**src/rtl/mem_arb_pkg.sv**
```systemverilog
// rtl/mem_arb_pkg.sv - shared types and constants for the memory port arbiter
// Contents: FSM state enum, grant encodings, wait counter width.
package mem_arb_pkg;

    typedef enum logic [1:0] {
        IDLE   = 2'd0,
        ACCESS = 2'd1,
        DONE   = 2'd2
    } arb_state_t;

    localparam logic GNT_CPU = 1'b0;
    localparam logic GNT_LD  = 1'b1;

    localparam int CNT_W = 4;

endpackage

```
**src/rtl/arb_wait_counter.sv**
```systemverilog
// rtl/arb_wait_counter.sv - loadable down-counter for memory wait states
// Ports:
//   clk, reset        clock, asynchronous active-high reset
//   load, load_val    load the counter with load_val
//   dec               decrement by one (saturates at zero)
//   zero              counter currently holds zero
module arb_wait_counter #(
    parameter int W = 4
) (
    input  logic         clk,
    input  logic         reset,
    input  logic         load,
    input  logic [W-1:0] load_val,
    input  logic         dec,
    output logic         zero
);

    logic [W-1:0] cnt;

    always_ff @(posedge clk or posedge reset) begin
        if (reset) begin
            cnt <= '0;
        end else if (load) begin
            cnt <= load_val;
        end else if (dec && (cnt != '0)) begin
            cnt <= cnt - 1'b1;
        end
    end

    assign zero = (cnt == '0);

endmodule

```
**src/rtl/mem_port_arbiter.sv**
```systemverilog
// rtl/mem_port_arbiter.sv - round-robin arbiter sharing one memory between CPU and loader
// Ports:
//   clk, reset                                  clock, asynchronous active-high reset
//   cpu_req/we/addr/wdata, cpu_ready/rdata      CPU memory port (one-shot req/ready)
//   ld_req/we/addr/wdata, ld_ready/rdata        program loader / debug port
//   mem_en/we/addr/wdata, mem_rdata             single-ported memory macro
module mem_port_arbiter
    import mem_arb_pkg::*;
#(
    parameter int AW          = 32,
    parameter int DW          = 32,
    parameter int WAIT_CYCLES = 1
) (
    input  logic          clk,
    input  logic          reset,
    input  logic          cpu_req,
    input  logic          cpu_we,
    input  logic [AW-1:0] cpu_addr,
    input  logic [DW-1:0] cpu_wdata,
    output logic          cpu_ready,
    output logic [DW-1:0] cpu_rdata,
    input  logic          ld_req,
    input  logic          ld_we,
    input  logic [AW-1:0] ld_addr,
    input  logic [DW-1:0] ld_wdata,
    output logic          ld_ready,
    output logic [DW-1:0] ld_rdata,
    output logic          mem_en,
    output logic          mem_we,
    output logic [AW-1:0] mem_addr,
    output logic [DW-1:0] mem_wdata,
    input  logic [DW-1:0] mem_rdata
);

    arb_state_t    state, next_state;
    logic          gnt;
    logic          winner;
    logic          grant;
    logic          capture;
    logic          cnt_load;
    logic          cnt_dec;
    logic          cnt_zero;
    logic [AW-1:0] addr_q;
    logic [DW-1:0] wdata_q;
    logic          we_q;
    logic [DW-1:0] rdata_q;

    arb_wait_counter #(
        .W (CNT_W)
    ) u_wait (
        .clk      (clk),
        .reset    (reset),
        .load     (cnt_load),
        .load_val (CNT_W'(WAIT_CYCLES)),
        .dec      (cnt_dec),
        .zero     (cnt_zero)
    );

    always_ff @(posedge clk or posedge reset) begin
        if (reset) begin
            state <= IDLE;
        end else begin
            state <= next_state;
        end
    end

    always_comb begin
        next_state = state;
        grant      = 1'b0;
        winner     = gnt;
        cnt_load   = 1'b0;
        cnt_dec    = 1'b0;
        capture    = 1'b0;
        case (state)
            IDLE: begin
                if (cpu_req || ld_req) begin
                    grant    = 1'b1;
                    cnt_load = 1'b1;
                    // On a tie the requester served last time yields.
                    if (cpu_req && ld_req) begin
                        winner = ~gnt;
                    end else begin
                        winner = cpu_req ? GNT_CPU : GNT_LD;
                    end
                    next_state = ACCESS;
                end
            end
            ACCESS: begin
                if (cnt_zero) begin
                    capture    = ~we_q;
                    next_state = DONE;
                end else begin
                    cnt_dec = 1'b1;
                end
            end
            DONE: begin
                next_state = IDLE;
            end
            default: begin
                next_state = IDLE;
            end
        endcase
    end

    // Winner's fields are latched once at grant; requester inputs are not
    // looked at again until the arbiter is back in IDLE.
    always_ff @(posedge clk or posedge reset) begin
        if (reset) begin
            gnt     <= GNT_LD;
            addr_q  <= '0;
            wdata_q <= '0;
            we_q    <= 1'b0;
            rdata_q <= '0;
        end else begin
            if (grant) begin
                gnt     <= winner;
                addr_q  <= (winner == GNT_CPU) ? cpu_addr  : ld_addr;
                wdata_q <= (winner == GNT_CPU) ? cpu_wdata : ld_wdata;
                we_q    <= (winner == GNT_CPU) ? cpu_we    : ld_we;
            end
            if (capture) begin
                rdata_q <= mem_rdata;
            end
        end
    end

    assign mem_en    = (state == ACCESS);
    assign mem_we    = (state == ACCESS) && we_q;
    assign mem_addr  = addr_q;
    assign mem_wdata = wdata_q;

    assign cpu_ready = (state == DONE) && (gnt == GNT_CPU);
    assign ld_ready  = (state == DONE) && (gnt == GNT_LD);
    assign cpu_rdata = rdata_q;
    assign ld_rdata  = rdata_q;

endmodule

```
**config.mk**
```make
export PLATFORM = sky130hd
export DESIGN_NAME = mem_port_arbiter
export DESIGN_NICKNAME = d
export VERILOG_FILES = /design/src/rtl/mem_arb_pkg.sv /design/src/rtl/arb_wait_counter.sv /design/src/rtl/mem_port_arbiter.sv
export SDC_FILE = /design/constraint.sdc
export NUM_CORES = 1
export LEC_CHECK = 0
export BUFFER_PORTS_ARGS = -buffer_cell sky130_fd_sc_hd__buf_2
export CORE_AREA = 2 2 115 117
export CTS_CLUSTER_DIAMETER = 60
export DETAILED_ROUTE_END_ITERATION = 10
export DIE_AREA = 0 0 117 119
export GPL_ROUTABILITY_DRIVEN = 0
export PLACE_DENSITY = 0.82
export RECOVER_POWER = 100
export SLEW_MARGIN = 20
export SYNTH_ARGS = -nofsm -noshare
export SYNTH_HDL_FRONTEND = slang
export SYNTH_SLANG_ARGS = --single-unit
```
**constraint.sdc**
```tcl
create_clock -name clk -period 9.02 [get_ports clk]
set_input_delay 1.804 -clock clk [delete_from_list [all_inputs] [get_ports clk]]
set_output_delay 1.804 -clock clk [all_outputs]
set_load 0.05 [all_outputs]
```
==> out/qor.csv, run 1 <==
stage,metric,value,unit
status,status,finished with violations,
status,failing checks,"max-capacitance violations, max-slew violations",
synth,Yosys cell types,31,
sta,Final Critical Period,5.778,ns
drt,DR vias/cell,5.747,
die,core area,12870,um2
synth,largest area contributor in the netlist,dfrtp_1,
synth,Syn. warnings,0,
finish,area of the multi-input gates,2326,um2
die,Rows,42,
drt,vias,5356,
synth,"top cells by area, synth","dfrtp_1 47%, o211ai_1 18%, a31oi_1 7.5%, mux2_2 6.4%, a21oi_1 6.3%",
synth,top-count cell post-synth,o211ai_1,
die,die height,119,um
clocking,post_cts resized,0,
finish,fin cells,932,
synth,synthesized net count,700,
setup_path,CP required,9.25,ns
synth,Most used DFF post-synth,dfrtp_1,
sta,unrepaired setup endpoints after global routing,false,
place,DPL Wire Length,11110,um
clocking,CTS root buf,clkbuf_16,
synth,"FF+latch count, synth",104,
drt,first-pass iteration count of the detailed router,4,
finish,layout cells sized above 1,30.03,%
place,placed cells,917,
setup_path,CP max FO,68,
synth,"FFs w/ async S/R, synth",100.0,%
drt,routed len/inst,18.17,um
setup_path,crit path cell chain,clkbuf_1 -> or4b_1 -> clkbuf_1 -> o211ai_1 -> a31oi_1,
setup_path,CP max stage delay,2.22,ns
synth,post-synth top area share,47.27,%
setup_path,"Worst Path Class, Setup",reg -> reg,
die,io pins,298,
setup_path,CP most frequent cell,clkbuf_1,
finish,Fill cells,1281,
setup_path,Worst EP arrival,6.01,ns
synth,Post-synth top cells,"130 x o211ai_1, 103 x dfrtp_1, 69 x a21oi_1",
synth,register area share after synthesis,47.75,%
synth,Post-synth EDFFs,0,
clocking,Worst-Skew Late Latency,0.34,ns
die,Die Area,13920,um2
sta,"Hold Violations, Final",0,
drt,final wirelength,16940,um
global_routing,initial antenna violation count,0,
place,Port Buffers,297,
clocking,CTS tree,yes,
clocking,Max clock buf depth,2,
global_routing,first-pass GRT wire length,26360,um
die,Initial Util,42.35,%
setup_path,worst reg2reg startpoint,gnt,
global_routing,vias in the first global route,5137,
die,die width,117,um
clocking,Setup Buffers After CTS,0,
global_routing,GRT overflow,0,
drt,Iteration-0 DRC Markers,334,
global_routing,Total GRT Usage,24.00,%
sta,Slew HR,-111.6,%
place,dpl cell area,6753,um2
finish,Antenna Cells,0,
clocking,clk sinks,104,
setup_path,critical path startpoint,gnt,
clocking,clk slew on worst S/H paths,0.07,ns
sta,count of pins over their slew limit,207,
finish,Nets,920,
sta,Fmax achieved,173.1,MHz
clocking,Num CTS Buffers,9,
synth,cells after synthesis,532,
clocking,cts hold-fix bufs,0,
setup_path,CP Capture Type,flip-flop,
synth,Synth Area per Inst,10.25,um2
drt,post-route ant nets,0,
sta,Least-Margin Pin Slew,3.174,ns
drt,DRC errors left,0,
sta,final clock skew,0.005165,ns
synth,mapped cell area,5453,um2
setup_path,flop2flop setup slack,3.24,ns
sta,Final setup viols,0,
clocking,H-tree levels,3,
run,Max Cap Violations,4,
finish,sequential standard cell area,2604,um2
setup_path,crit-path leading delay family,buffers and inverters,
min_path,min-delay src,cpu_rdata[19],
global_routing,largest net degree at the start of global routing,75,
finish,area grow syn2layout,25.91,%
setup_path,Worst setup SP type,flip-flop,
setup_path,slowest cell on the critical path,clkbuf_1,
sta,Total Neg Setup Slack,0,ns
finish,Final Cell Area,6865,um2
sta,Final period util,64.06,%
setup_path,Buf/Inv on CP,2,
min_path,Hold Path Class,reg -> reg,
## area by class of cell
type | count | share of cell area [%]
multi-input combinational | 322 | 33.88
inverter | 6 | 0.3463
tap | 176 | 3.208
timing repair buffer | 309 | 20.32
clock buffer | 10 | 3.481
clock inverter | 5 | 0.8383
sequential | 104 | 37.93
## sequential cells by signal, indices dropped and copies added (netlist names)
| register | cells |
|---|---|
| mem_wdata | 32 |
| mem_addr | 32 |
| gnt | 1 |
| u_wait.cnt | 4 |
| cpu_rdata | 32 |
| state | 2 |
| we_q | 1 |
## path summary, 6_finish.rpt
check,endpoint,cells past startpoint
max in group asynchronous,mem_wdata[0],3
hold / removal,cpu_rdata[19],1
setup / recovery,mem_wdata[29],5
setup reg to reg,mem_wdata[29],5
min in group asynchronous,cpu_rdata[1],2
hold reg to reg,cpu_rdata[19],1
## metal layers
metal | global-route usage (%) | up-vias | wire, um
met2 | 40.64 | 282 | 8574
met4 | 7.059 | 0 | 318
li1 | - | 2476 | -
met3 | 4.275 | 25 | 1302
met5 | 0 | - | 0
met1 | 31.19 | 2573 | 6741
## worst register-to-register path, delay by kind of cell (launching register included)
family          cells  cell delay, ns
buf+inv             2            3.44
simple gates        1            1.19
flops               1            0.54
compound gates      2            0.51
## layout by cell type, fill, tap and decap left out, drive strengths merged, types with 2 or more instances in the layout
master,n
inv,4
a21oi,69
nor2,2
nor3b,4
clkbuf,147
and2,2
ha,2
or4b,2
dfrtp,103
clkinv,5
a31oi,65
mux2,32
buf,172
o21ai,3
o211ai,130
## stage by stage
step / utilization (%) / hold slack [ns] / worst slack [ns]
5_1_grt: 53.32 / 0.5615 / 2.878
3_5_place_dp: 52.45 / 0.4943 / 5.309
4_1_cts: 54.75 / 0.5093 / 5.309
2_1_floorplan: - / 0.5166 / 4.485
3_3_place_gp: 52.45 / 0.4865 / 5.346
6_report: 53.32 / 0.5146 / 3.242
## kinds of logic after synthesis
family / synth area share [%]
multiplexers: 6.608
AND/OR/NAND/NOR: 2.570
adder cells (fa/ha/maj): 0.4589
buffers and inverters: 10.21
AO/OA/AOI/OAI: 32.40
flip-flops: 47.75
Power of run 1 is left out: the tool's default activity adds up to more than one toggle a clock period on the data nets, which glitch-free logic cannot reach.
==> run 2: changes to the inputs <==
--- a/config.mk
+++ b/config.mk
@@ -5,13 +5,15 @@
 export SDC_FILE = /design/constraint.sdc
 export NUM_CORES = 1
 export LEC_CHECK = 0
+export ABC_AREA = 1
 export BUFFER_PORTS_ARGS = -buffer_cell sky130_fd_sc_hd__buf_2
-export CORE_AREA = 2 2 115 117
+export CORE_ASPECT_RATIO = 1.5
+export CORE_MARGIN = 2
+export CORE_UTILIZATION = 41
 export CTS_CLUSTER_DIAMETER = 60
 export DETAILED_ROUTE_END_ITERATION = 10
-export DIE_AREA = 0 0 117 119
 export GPL_ROUTABILITY_DRIVEN = 0
-export PLACE_DENSITY = 0.82
+export PLACE_DENSITY = 0.81
 export RECOVER_POWER = 100
 export SLEW_MARGIN = 20
 export SYNTH_ARGS = -nofsm -noshare
==> constraint.sdc (replaced) <==
create_clock -name clk -period 4.7 [get_ports clk]
set_input_delay 0.94 -clock clk [delete_from_list [all_inputs] [get_ports clk]]
set_output_delay 0.94 -clock clk [all_outputs]
set_load 0.05 [all_outputs]
==> run 2 against run 1 <==
The flow still finishes with violations (max-capacitance violations, max-slew violations); critical path type is now in -> reg; critical endpoint is now mem_wdata[19]; clock-buffer cell count decreased by 1; highest routed layer unchanged; flip-flop and latch count unchanged; final cell count grew 27%; first-iteration DRC count is 41% lower; worst setup slack got worse by 2.1 ns; core utilization shrank 1.1 points; final area grew 3.0%; non-clock buffer count is 4 lower; global-route usage down 2.2 points; register-to-register slack worse by 2.0 ns; synthesized cell count is 47% higher.
==> out/qor.csv, run 2 <==
stage,metric,value,unit,change
synth,mapped cell area,5698,um2,+4.5%
die,die height,148.4,um,+25%
synth,Yosys cell types,20,,-35%
global_routing,GRT overflow,0,,unchanged
global_routing,Total GRT Usage,21.81,%,-2.2 points
sta,Final period util,74.96,%,
finish,"Core Util, Final",52.27,%,-1.1 points
finish,Final Cell Area,7073,um2,+3.0%
synth,"FF+latch count, synth",104,,unchanged
clocking,cts hold-fix bufs,0,,unchanged
clocking,Setup Buffers After CTS,0,,unchanged
setup_path,CP max FO,40,,-41%
synth,"top cells by area, synth","dfrtp_1 45%, nand3_1 20%, nand2_1 14%, inv_1 9.2%, buf_4 6.2%",,
finish,"commonest non-fill, non-tap cell in the layout",nand3_1,,
min_path,Hold Path Class,reg -> reg,,
die,Die Area,14880,um2,+6.8%
sta,Slew HR,-22.03,%,+90 points
place,DPL Wire Length,11790,um,+6.1%
sta,Fmax achieved,283.8,MHz,
clocking,post_cts resized,0,,unchanged
die,die width,100.3,um,-14%
setup_path,Worst EP arrival,3.75,ns,-2.26 ns
die,core area,13530,um2,+5.1%
drt,Iteration-0 DRC Markers,198,,-41%
drt,DRC errors left,0,,unchanged
synth,Synth Area per Inst,7.296,um2,-29%
global_routing,vias in the first global route,5378,,+4.7%
finish,"commonest non-fill, non-tap cells in the layout","231 x nand3_1, 204 x nand2_1, 164 x buf_2",,
sta,Least-Margin Pin Slew,1.830,ns,-1.344 ns
clocking,CTS tree,yes,,
setup_path,CP required,4.93,ns,-4.32 ns
global_routing,first-pass GRT wire length,26000,um,-1.4%
synth,largest area contributor in the netlist,dfrtp_1,,
synth,Post-synth EDFFs,0,,unchanged
clocking,CTS root buf,clkbuf_16,,
setup_path,"Worst Path Class, Setup",in -> reg,,
synth,"FFs w/ async S/R, synth",100.0,%,unchanged
synth,top-count cell post-synth,nand3_1,,
sta,final clock skew,0.009536,ns,+0.004371 ns
sta,Final setup viols,0,,unchanged
clocking,Max clock buf depth,2,,unchanged
synth,cells after synthesis,781,,+47%
synth,register area share after synthesis,45.70,%,-2.1 points
synth,Syn. warnings,0,,unchanged
drt,final wirelength,16670,um,-1.6%
finish,Fill cells,1418,,+11%
synth,Post-synth top cells,"233 x nand3_1, 205 x nand2_1, 139 x inv_1",,
clocking,clk sinks,104,,unchanged
die,io pins,298,,unchanged
run,Max Cap Violations,3,,-1
place,dpl cell area,6954,um2,+3.0%
status,failing checks,"max-capacitance violations, max-slew violations",,
global_routing,initial antenna violation count,0,,unchanged
drt,post-route ant nets,0,,unchanged
finish,layout cells sized above 1,19.04,%,-11 points
drt,first-pass iteration count of the detailed router,4,,unchanged
place,Port Buffers,297,,unchanged
finish,Antenna Cells,0,,unchanged
finish,area grow syn2layout,24.13,%,
finish,Nets,1182,,+28%
sta,hold slack,0.4793,ns,-0.03532 ns
drt,routed len/inst,14.11,um,-22%
clocking,Num CTS Buffers,9,,unchanged
clocking,clk slew on worst S/H paths,0.08,ns,about the same
setup_path,Worst setup SP type,primary input,,
sta,"Hold Violations, Final",0,,unchanged
status,status,finished with violations,,
synth,Most used DFF post-synth,dfrtp_1,,
clocking,Worst-Skew Late Latency,0.34,ns,about the same
sta,count of pins over their slew limit,112,,-46%
sta,unrepaired setup endpoints after global routing,false,,
sta,Total Neg Setup Slack,0,ns,unchanged
synth,synthesized net count,949,,+36%
die,Initial Util,42.10,%,-0.25 points
drt,vias,5835,,+8.9%
global_routing,largest net degree at the start of global routing,69,,-8.0%
drt,DR vias/cell,4.941,,-14%
sta,Final Critical Period,3.523,ns,
clocking,H-tree levels,3,,unchanged
synth,post-synth top area share,45.23,%,-2.0 points
die,Rows,52,,+24%
setup_path,CP Capture Type,flip-flop,,
run 2: final timing paths:
path	startpoint	end	slack (ns)	cells after the start
hold / removal	mem_wdata[22]	mem_wdata[22]	0.48	2
min in group asynchronous	reset	mem_wdata[15]	1.02	2
hold reg to reg	mem_wdata[22]	mem_wdata[22]	0.48	2
setup reg to reg	state[0]	mem_wdata[19]	1.27	7
setup / recovery	cpu_req	mem_wdata[19]	1.18	7
max in group asynchronous	reset	mem_wdata[7]	1.48	3
run 2: layout make-up:
cell class / instances / area (um2) / share of cell area [%]
sequential: 104 / 2604 / 36.81
tap: 162 / 202.7 / 2.866
inverter: 141 / 531.8 / 7.518
timing repair buffer: 305 / 1373 / 19.41
clock buffer: 9 / 225.2 / 3.184
multi-input combinational: 453 / 2056 / 29.06
clock inverter: 7 / 81.33 / 1.150
run 2: metrics by stage:
stage / cells / worst slack, ns
2_1_floorplan: 781 / 1.029
3_3_place_gp: 1165 / 2.134
3_5_place_dp: 1165 / 2.067
6_report: 1181 / 1.177
5_1_grt: 1181 / 0.8111
4_1_cts: 1181 / 1.694
run 2: critical path: stages:
cell and delay [ns]:
clkbuf_1 0.16, nand2_1 0.07, nand2_1 0.67, clkbuf_1 1.38, nand3_1 0.24, nand3_1 0.19
nand2_1 0.08
run 2: metal layers:
layer / global-route usage (%) / part of all wire, % / wire [um]
met1: 26.61 / 39 / 6575
met2: 38.05 / 51 / 8550
met5: 0 / 0 / 0
met3: 4.088 / 7.0 / 1159
met4: 7.877 / 2.3 / 382
run 2: logic make-up after synthesis:
kind of cell               share of synthesized area (%)
AOI/OAI and AO/OA                                 0.6150
xor gates and xnor gates                          0.1537
adders and majority gates                         0.4391
DFF                                                45.70
and+or+nand+nor                                    34.72
buffers and inverters                              18.38
Power of run 2 is left out for the same reason.
==> run 3: changes to the inputs <==
--- a/config.mk
+++ b/config.mk
@@ -7,13 +7,12 @@
 export LEC_CHECK = 0
 export ABC_AREA = 1
 export BUFFER_PORTS_ARGS = -buffer_cell sky130_fd_sc_hd__buf_2
-export CORE_ASPECT_RATIO = 1.5
 export CORE_MARGIN = 2
-export CORE_UTILIZATION = 41
+export CORE_UTILIZATION = 46
 export CTS_CLUSTER_DIAMETER = 60
 export DETAILED_ROUTE_END_ITERATION = 10
 export GPL_ROUTABILITY_DRIVEN = 0
-export PLACE_DENSITY = 0.81
+export PLACE_DENSITY = 0.85
 export RECOVER_POWER = 100
 export SLEW_MARGIN = 20
 export SYNTH_ARGS = -nofsm -noshare
==> constraint.sdc (replaced) <==
create_clock -name clk -period 3.5 [get_ports clk]
set_input_delay 0.7 -clock clk [delete_from_list [all_inputs] [get_ports clk]]
set_output_delay 0.7 -clock clk [all_outputs]
set_load 0.05 [all_outputs]
==> run 3 against run 2 <==
The run still ends with max-capacitance violations, max-slew violations left; final cell count rose by 0.59%; worst setup slack lost 0.42 ns; hold slack improved by 0.00084 ns; routed wire length fell by 0.61%; core utilization rose by 6.8 points; largest cell class unchanged; non-clock buffer count grew 2; flip-flop and latch count stayed put; final area increased by 0.69%; highest routed layer unchanged; first-iteration DRC count grew to 2.9 times the previous value.
==> out/qor.csv, run 3 (synthesized netlist as in run 2, its figures left out) <==
stage,metric,value,unit,change
status,status,finished with violations,,
status,failing checks,"max-capacitance violations, max-slew violations",,
place,placed cells,1173,,+0.69%
clocking,clk slew on worst S/H paths,0.07,ns,about the same
setup_path,"Worst Path Class, Setup",reg -> reg,,
clocking,CTS root buf,clkbuf_16,,
finish,Nets,1184,,+0.17%
clocking,Setup Buffers After CTS,0,,unchanged
place,DPL Wire Length,11600,um,-1.6%
finish,"commonest non-fill, non-tap cell in the layout",nand3_1,,
die,Die Area,13290,um2,-11%
clocking,Num CTS Buffers,9,,unchanged
global_routing,largest net degree at the start of global routing,56,,-19%
setup_path,Worst setup SP type,flip-flop,,
finish,"commonest non-fill, non-tap cells in the layout","231 x nand3_1, 204 x nand2_1, 166 x buf_2",,
drt,final wirelength,16570,um,-0.61%
drt,post-route ant nets,0,,unchanged
global_routing,first-pass GRT wire length,25660,um,-1.3%
setup_path,CP max stage delay,0.96,ns,-0.42 ns
sta,Slew HR,-57.46,%,-35 points
sta,Total Neg Setup Slack,0,ns,unchanged
run,Max Cap Violations,1,,-2
min_path,Hold Path Class,reg -> reg,,
die,die height,115.3,um,-22%
die,die width,115.3,um,+15%
clocking,cts hold-fix bufs,0,,unchanged
sta,Final setup viols,0,,unchanged
finish,fin cells,1188,,+0.59%
setup_path,Buf/Inv on CP,1,,-1
drt,DRC errors left,0,,unchanged
sta,Least-Margin Pin Slew,2.349,ns,+0.5185 ns
sta,"Hold Violations, Final",0,,unchanged
clocking,H-tree levels,3,,unchanged
sta,count of pins over their slew limit,51,,-54%
die,core area,12060,um2,-11%
setup_path,CP required,3.73,ns,-1.20 ns
setup_path,CP most frequent cell,nand2_1,,
sta,final clock skew,0.008587,ns,-0.0009491 ns
sta,Final Critical Period,2.745,ns,
global_routing,initial antenna violation count,0,,unchanged
global_routing,vias in the first global route,5352,,-0.48%
die,Rows,40,,-23%
drt,DR vias/cell,4.999,,+1.2%
setup_path,Worst EP arrival,2.97,ns,-0.78 ns
setup_path,CP max FO,36,,-10%
drt,vias,5939,,+1.8%
setup_path,crit-path leading delay family,simple AND/OR/NAND/NOR gates,,
place,Port Buffers,297,,unchanged
sta,Fmax achieved,364.4,MHz,
die,Initial Util,47.24,%,+5.1 points
clocking,post_cts resized,0,,unchanged
setup_path,crit path cell chain,nor2_4 -> nand2_1 -> nand2_1 -> clkbuf_1 -> nand3_1 -> nand3_1 -> nand2_1,,
setup_path,slowest cell on the critical path,nand2_1,,
sta,Final period util,78.42,%,
clocking,CTS tree,yes,,
die,io pins,298,,unchanged
finish,layout cells sized above 1,19.31,%,+0.28 points
global_routing,Total GRT Usage,24.15,%,+2.3 points
clocking,Max clock buf depth,2,,unchanged
sta,unrepaired setup endpoints after global routing,false,,
drt,routed len/inst,13.94,um,-1.2%
drt,Iteration-0 DRC Markers,567,,+190%
setup_path,CP Capture Type,flip-flop,,
clocking,Worst-Skew Late Latency,0.34,ns,about the same
drt,first-pass iteration count of the detailed router,7,,+3
global_routing,GRT overflow,0,,unchanged
finish,Antenna Cells,0,,unchanged
finish,area grow syn2layout,24.99,%,
clocking,clk sinks,104,,unchanged
run 3: layer usage:
layer	vias up	track usage, %	part of all wire (%)
met5	-	0	0
met4	0	11.00	2.9
met3	42	4.375	8.1
met2	314	39.41	48
met1	2726	31.42	41
li1	2857	-	-
run 3: final cells by class:
class	count	area, um2
fillers	1198	4940
flip-flops and latches	104	2604
well taps	168	210.2
clock buffers	9	225.2
inverters	141	530.5
multi-input cells	453	2067
clock inverters	6	85.08
repair buffers	307	1400
run 3: worst paths after layout:
path | start | endpoint | slack [ns] | cells after the start
max | state[0] | mem_addr[22] | 0.76 | 7
min | mem_addr[11] | mem_addr[11] | 0.48 | 2
max reg2reg | state[0] | mem_addr[22] | 0.76 | 7
min reg2reg | mem_addr[11] | mem_addr[11] | 0.48 | 2
max in group asynchronous | reset | gnt | 1.41 | 3
min in group asynchronous | reset | mem_addr[6] | 1.00 | 2
run 3: worst register-to-register path, cell delays in order, from the launching register on:
cell,delay [ns]
dfrtp_1,0.44
nor2_4,0.24
nand2_1,0.09
nand2_1,0.96
clkbuf_1,0.51
nand3_1,0.21
nand3_1,0.13
nand2_1,0.06
run 3: per-stage QoR:
stage / util [%] / hold slack (ns) / instance area [um2] / worst slack (ns)
finish: 59.05 / 0.4801 / 7122 / 0.7554
global route: 59.05 / 0.4986 / 7122 / 0.6329
CTS: 60.52 / 0.4802 / 7300 / 1.235
detailed placement: 57.95 / 0.4617 / 6989 / 1.093
global placement: 57.95 / 0.4589 / 6989 / 1.167
floorplan: - / 0.4568 / 5698 / 0.06947
Power of run 3 is left out for the same reason.
